`config.mk`:
```
export PLATFORM = sky130hd
export DESIGN_NAME = reg_bank
export DESIGN_NICKNAME = d
export VERILOG_FILES = /design/src/rtl/reg_bank.sv
export SDC_FILE = /design/constraint.sdc
export NUM_CORES = 1
export LEC_CHECK = 0
export ABC_AREA = 1
export CAP_MARGIN = 20
export CORE_UTILIZATION = 51
export CTS_BUF_LIST = sky130_fd_sc_hd__clkbuf_4 sky130_fd_sc_hd__clkbuf_8
export DETAILED_ROUTE_END_ITERATION = 10
export MAX_ROUTING_LAYER = met4
export PLACE_DENSITY = 0.82
export SETUP_SLACK_MARGIN = 0.2
export SYNTH_ARGS = -nofsm -noshare
export SYNTH_HDL_FRONTEND = slang
export SYNTH_SLANG_ARGS = --single-unit
```
`constraint.sdc`:
```
create_clock -name clk -period 1.8 [get_ports clk]
set_clock_uncertainty 0.15 [all_clocks]
set_input_delay 0.18 -clock clk [delete_from_list [all_inputs] [get_ports clk]]
set_output_delay 0.18 -clock clk [all_outputs]
set_load 0.005 [all_outputs]
```
`src/rtl/reg_bank.sv`:
```
// reg_bank: control/status register bank behind a req/ack bus.
// Registers: CTRL (RW), STAT (W1C, set by hw_evt), WCNT (RO write counter),
// SCRATCH (RW). Addresses >= 4 are unmapped and flag err.
module reg_bank #(
  parameter int unsigned DW       = 8,
  parameter int unsigned AW       = 2,
  parameter logic [31:0] CTRL_RST = 32'h05
) (
  input  logic          clk,
  input  logic          rst,
  input  logic          req,
  input  logic          wr,
  input  logic [AW-1:0] addr,
  input  logic [DW-1:0] wdata,
  output logic          ack,
  output logic [DW-1:0] rdata,
  output logic          err,
  output logic [DW-1:0] ctrl_out,
  input  logic [DW-1:0] hw_evt,
  output logic          irq
);

  localparam logic [0:0] IDLE = 1'b0;
  localparam logic [0:0] ACKS = 1'b1;

  localparam logic [1:0] A_CTRL    = 2'd0;
  localparam logic [1:0] A_STAT    = 2'd1;
  localparam logic [1:0] A_WCNT    = 2'd2;
  localparam logic [1:0] A_SCRATCH = 2'd3;

  logic [0:0]    state_q;
  logic [0:0]    state_d;
  logic          accept;
  logic          mapped;
  logic [1:0]    sel;
  logic          wr_hit;
  logic [DW-1:0] stat_q;
  logic [DW-1:0] stat_d;
  logic [DW-1:0] stat_clr;
  logic [DW-1:0] wcnt_q;
  logic [DW-1:0] scratch_q;
  logic [DW-1:0] rd_mux;

  // Transaction state register
  always_ff @(posedge clk) begin
    if (rst) state_q <= IDLE;
    else     state_q <= state_d;
  end

  // Next state: accept in IDLE, ACK lasts exactly one cycle and ignores req
  always_comb begin
    state_d = state_q;
    accept  = 1'b0;
    case (state_q)
      IDLE: begin
        if (req) begin
          state_d = ACKS;
          accept  = 1'b1;
        end
      end
      ACKS:    state_d = IDLE;
      default: state_d = IDLE;
    endcase
  end

  // Address decode and write-side strobes
  always_comb begin
    mapped   = (32'(addr) < 32'd4);
    sel      = addr[1:0];
    wr_hit   = accept && wr && mapped;
    stat_clr = (wr_hit && (sel == A_STAT)) ? wdata : '0;
    // Event set is OR-ed in after the clear so a simultaneous set wins
    stat_d   = (stat_q & ~stat_clr) | hw_evt;
  end

  // Read mux returns register values as held before the accept edge
  always_comb begin
    rd_mux = '0;
    case (sel)
      A_CTRL:    rd_mux = ctrl_out;
      A_STAT:    rd_mux = stat_q;
      A_WCNT:    rd_mux = wcnt_q;
      A_SCRATCH: rd_mux = scratch_q;
      default:   rd_mux = '0;
    endcase
  end

  // Registers, bus response and interrupt
  always_ff @(posedge clk) begin
    if (rst) begin
      ack       <= 1'b0;
      rdata     <= '0;
      err       <= 1'b0;
      ctrl_out  <= DW'(CTRL_RST);
      stat_q    <= '0;
      wcnt_q    <= '0;
      scratch_q <= '0;
      irq       <= 1'b0;
    end else begin
      ack    <= accept;
      err    <= accept && !mapped;
      rdata  <= (accept && !wr && mapped) ? rd_mux : '0;
      stat_q <= stat_d;
      irq    <= |stat_d;
      if (wr_hit) begin
        wcnt_q <= wcnt_q + DW'(1);
        if (sel == A_CTRL)    ctrl_out  <= wdata;
        if (sel == A_SCRATCH) scratch_q <= wdata;
      end
    end
  end

endmodule
```
# After elaboration in Yosys (flattened, before gate mapping)
# Cells that the tools add are included.
totals:
  reg_bits: 43
  in_bits: 22
  output_inout_bits: 19
  word_cells: 31
op_classes:
  n_addsub: 1
  eq_ne: 3
  muxes: 5
  bitwise: 5
  n_reduce_logical: 9
op_table:
  columns: ["operator", "count"]
  rows:
  - ["8-bit one-hot mux with 4 select lines", 1]
  - ["8-bit by 1-bit adder with 8-bit output, second input constant", 1]
  - ["8-bit AND", 1]
  - ["8-bit two-way mux", 1]
  - ["8-bit NOT", 1]
  - ["8-bit OR", 1]
  - ["8-bit OR reduction", 1]
  - ["2-bit == test, second input constant", 2]
  - ["2-bit AND reduction", 2]
  - ["1-bit logical AND", 3]
  - ["2-bit by 1-bit == test with 1-bit output, second input constant", 1]
  - ["2-bit logical NOT", 1]
  - ["1-bit two-way mux", 2]
  - ["1-bit NOT", 2]
  - ["1-bit one-hot mux with 2 select lines", 1]
  - ["2-bit OR reduction", 1]
  - ["1-bit logical NOT", 1]

# Depth between registers and ports, before layout
logic_depth:
  ltp_word: 9
  depth_mapped: 11
  depth_no_buf: 11

# Worst setup path before layout
# OpenSTA, ideal clock, no wires.
synth_path:
  path_kind: "register -> register"
  from: "reg state_q"
  to: "reg irq"
  setup_ps: 128
  arrival_ps: 1119
  t_required_ps: 1522
  setup_slack_ps: 403
  stages_incl_launch_ff: 11
  path_buffers: 0
  synth_period_minus_slack_ps: 1397
  path_cell_list: "dfxtp_1 > inv_1 > nand3_4 > nor2_4 > nand2_1 > nand2_1 > nand2_1 > nor2_1 > nand2_1 > nor2_1 > nor2_1"
synth_via:
  elab_chain_cells: 8
synth_lines:
  columns: ["item", "line", "source"]
  rows:
  - ["from (decl)", "31", "logic [0:0] state_q;"]
  - ["from (signal assigned)", "47", "else state_q <= state_d;"]
  - ["1-bit two-way mux", "54", "case (state_q)"]
  - ["1-bit logical AND", "70", "wr_hit = accept && wr && mapped;"]
  - ["1-bit logical AND", "71", "stat_clr = (wr_hit && (sel == A_STAT)) ? wdata : '0;"]
  - ["8-bit two-way mux", "71", null]
  - ["8-bit NOT", "73", "stat_d = (stat_q & ~stat_clr) | hw_evt;"]
  - ["8-bit AND", "73", null]
  - ["8-bit OR", "73", null]
  - ["8-bit OR reduction", "104", "irq <= |stat_d;"]
  - ["to (signal assigned)", "104", null]
  - ["to (decl)", "20", "output logic irq"]
# No other way between the ends.
# A chain may end at the register's enable or synchronous reset.

# Final worst setup path
layout_path:
  from: "reg ctrl_out[2]"
  to: "out ctrl_out[2]"
layout_rtl:
  columns: ["item", "line", "source"]
  rows:
  - ["from (decl)", "18", "output logic [DW-1:0] ctrl_out,"]
  - ["from (signal assigned)", "94", "ctrl_out <= DW'(CTRL_RST);"]
  - ["from (signal assigned)", "107", "if (sel == A_CTRL) ctrl_out <= wdata;"]
# No word-level cell between the ends.

==> results.sh <==
export IMPL_ys_types=24
export IMPL_antenna_left=0
export IMPL_dp_slack_ns=-0.01358
export IMPL_root_buffer="clkbuf_4"
export IMPL_finalHoldViolCount=0
export IMPL_synth_nets=261
export IMPL_finalNonFillerCells=339
export IMPL_layout_setup_ws_ns=0.2408
export IMPL_cp_slowest_cell="clkdlybuf4s50_1"
export IMPL_async_reset_ff_share_pct=0
export IMPL_wl_per_cell_um=12.96
export IMPL_antenna_found_initial=0
export IMPL_slowest_delay_ns=0.50
export IMPL_synthesis_area_mm2=0.001732
export IMPL_power_share_clock_pct=28.5
export IMPL_leakagePower_nw=0.9644
export IMPL_clock_sinks=42
export IMPL_post_cts_buffers=0
export IMPL_ctsResizeCount=0
export IMPL_seqPwrFrac_pct=58.4
export IMPL_routed_via_density=5.139
export IMPL_cp_cell_sequence="clkdlybuf4s50_1"
export IMPL_rows=20
export IMPL_synthCells=238
export IMPL_start_util_pct=55.36
export IMPL_critPathRequiredTime_ns=1.47
export IMPL_dp_hpwl_um=3187
export IMPL_placed_cells=331
export IMPL_crit_path_start_kind="flop"
export IMPL_clk_pin_slew_ns=0.13
export IMPL_cts_hold_buf=0
export IMPL_ir_drop_mv=0.4940
export IMPL_die_area_mm2=0.003632
export IMPL_grt_pass1_wl_um=6810
export IMPL_vias=1742
export IMPL_synth_top_area_cell="dfxtp_1"
export IMPL_synth_most_common_cell="nand2_1"
export IMPL_fin_util_pct=74.76
export IMPL_slew_viol_final=0
export IMPL_power_density_mw_per_mm2=720.5
export IMPL_drtPass1Iterations=5
export IMPL_synth_area_leaders="dfxtp_1 (49%), nand2_1 (12%), nor2_1 (8.9%), o21ai_0 (8.4%), inv_1 (5.0%)"
export IMPL_cp_arrival_ns=1.23
export IMPL_crit_fanout=3
export IMPL_grt_overflow=0
export IMPL_core_mm2=0.003128
export IMPL_setup_viol=0
export IMPL_antenna_cells=0
export IMPL_route_detailed_drc=0
export IMPL_finalPower_mw=1.685
export IMPL_p_switching_uw=457.6
export IMPL_end_kind="output pin"
export IMPL_die_width_um=60.27
export IMPL_path_buf_inv=1
export IMPL_final_nets=317
export IMPL_clock_path_buffers=2
export IMPL_avgSynthCellArea_um2=7.276
export IMPL_synth_seq_cells=42
export IMPL_setup_tns_ns=0
export IMPL_die_h_um=60.27
export IMPL_h_tree_depth=2
export IMPL_synth_edf_count=0
export IMPL_swShare_pct=27.16
export IMPL_fmax_ghz=0.6414
export IMPL_io_buffers=39
export IMPL_synth_top_cell_area_share_pct=48.55
export IMPL_grt_util_all_layers_pct=26.90
export IMPL_grt_pass1_vias=1510
export IMPL_synth_commonest_cells="nand2_1 (56), dfxtp_1 (42), nor2_1 (41)"
export IMPL_fin_crit_ns=1.559
export IMPL_cts_tree="done"
export IMPL_clkLatencyLatePin_ns=0.36
export IMPL_drt_first_iter_violations=87
export IMPL_internal_power_mw=1.227
export IMPL_finalCritPeriodShare_pct=86.62
export IMPL_gp_congestion=0.8678
export IMPL_rsz0062_at_grt="true"
export IMPL_power_frac_comb_pct=13.2
export IMPL_yosysSeqAreaShare_pct=48.55
export IMPL_hold_path_class="primary input to flop"
export IMPL_outcome="finished clean"
export IMPL_crit_family="buffers and inverters"
export IMPL_area_growth_pct=35.04
export IMPL_grt_max_degree=22
export IMPL_drive_above_1_share_pct=13.90
export IMPL_yosysWarningCount=0
export IMPL_cap_violations=0
export IMPL_crit_type="flop to output pin"
export IMPL_cts_buffers=5
export IMPL_drt_total_wl_um=4395
export IMPL_io_pins=41
export IMPL_synth_main_ff_cell="dfxtp_1"
-- path summary, 6_finish.rpt --
kind | startpoint | endpoint | slack, ns | cells after the start
hold reg to reg | scratch_q[7] | rdata[7] | 0.32 | 2
setup / recovery | ctrl_out[2] | ctrl_out[2] | 0.24 | 1
setup reg to reg | state_q | irq | 0.32 | 10
hold / removal | hw_evt[2] | stat_q[2] | 0.22 | 3
-- cell usage in the layout (no fill, tap or decap), drive strengths merged, types with 5 or more instances in the layout --
master,netlist,routed
nand2,57,57
a21oi,16,16
clkdlybuf4s50,0,39
buf,2,14
nor2,45,45
o21ai,29,29
clkbuf,2,5
dfxtp,42,42
inv,24,24
-- flip-flops by register name, summed over array words and instances, names as in the netlist --
signal     cells
ctrl_out       8
state_q        1
stat_q         8
irq            1
rdata          8
scratch_q      8
wcnt_q         8
-- power by group through the flow --
stage                     Combinational [mW]  Sequential [mW]  Clock (mW)
after floorplan                       0.0938            0.998           0
after global placement                 0.215             1.00           0
after detailed placement               0.218             1.00           0
after CTS                              0.220            0.981       0.478
after global routing                   0.242            0.987       0.532
final                                  0.222            0.983       0.480
-- layout make-up --
cell class                 count  area [um^2]
timing repair buffer          53        495.5
tap                           44        55.05
clock inverter                 3        21.27
sequential                    42        852.1
fill                         264        789.5
multi-input combinational    167        783.3
inverter                      25        93.84
clock buffer                   5        37.54
-- logic make-up (layout without fill, tap and decap cells) --
group                    count (synthesis)  in the layout  synth area share [%]
AO/OA/AOI/OAI                           54             54                 16.91
adder cells (fa/ha/maj)                  1              1                0.7224
buffers and inverters                   29             86                 6.502
flip-flops                              42             42                 48.56
other                                    1              1                0.2166
AND/OR/NAND/NOR                        111            111                 27.10
-- metal layers --
| layer | track usage [%] | share of wire, % | routed length (um) |
|---|---|---|---|
| met1 | 33.96 | 43 | 1903 |
| met2 | 41.44 | 47 | 2083 |
| met3 | 5.844 | 7.4 | 324 |
| met4 | 10.96 | 1.9 | 84 |
| met5 | - | 0 | 0 |
-- through the flow --
stage | instance area [um^2] | hold slack [ns]
3_3_place_gp | 2263 | 0.3051
5_1_grt | 2338 | 0.2263
6_report | 2338 | 0.2185
2_1_floorplan | 1732 | 0.09907
3_5_place_dp | 2263 | 0.3016
4_1_cts | 2322 | 0.2222
Note: power is estimated with default switching activity, not from simulation.
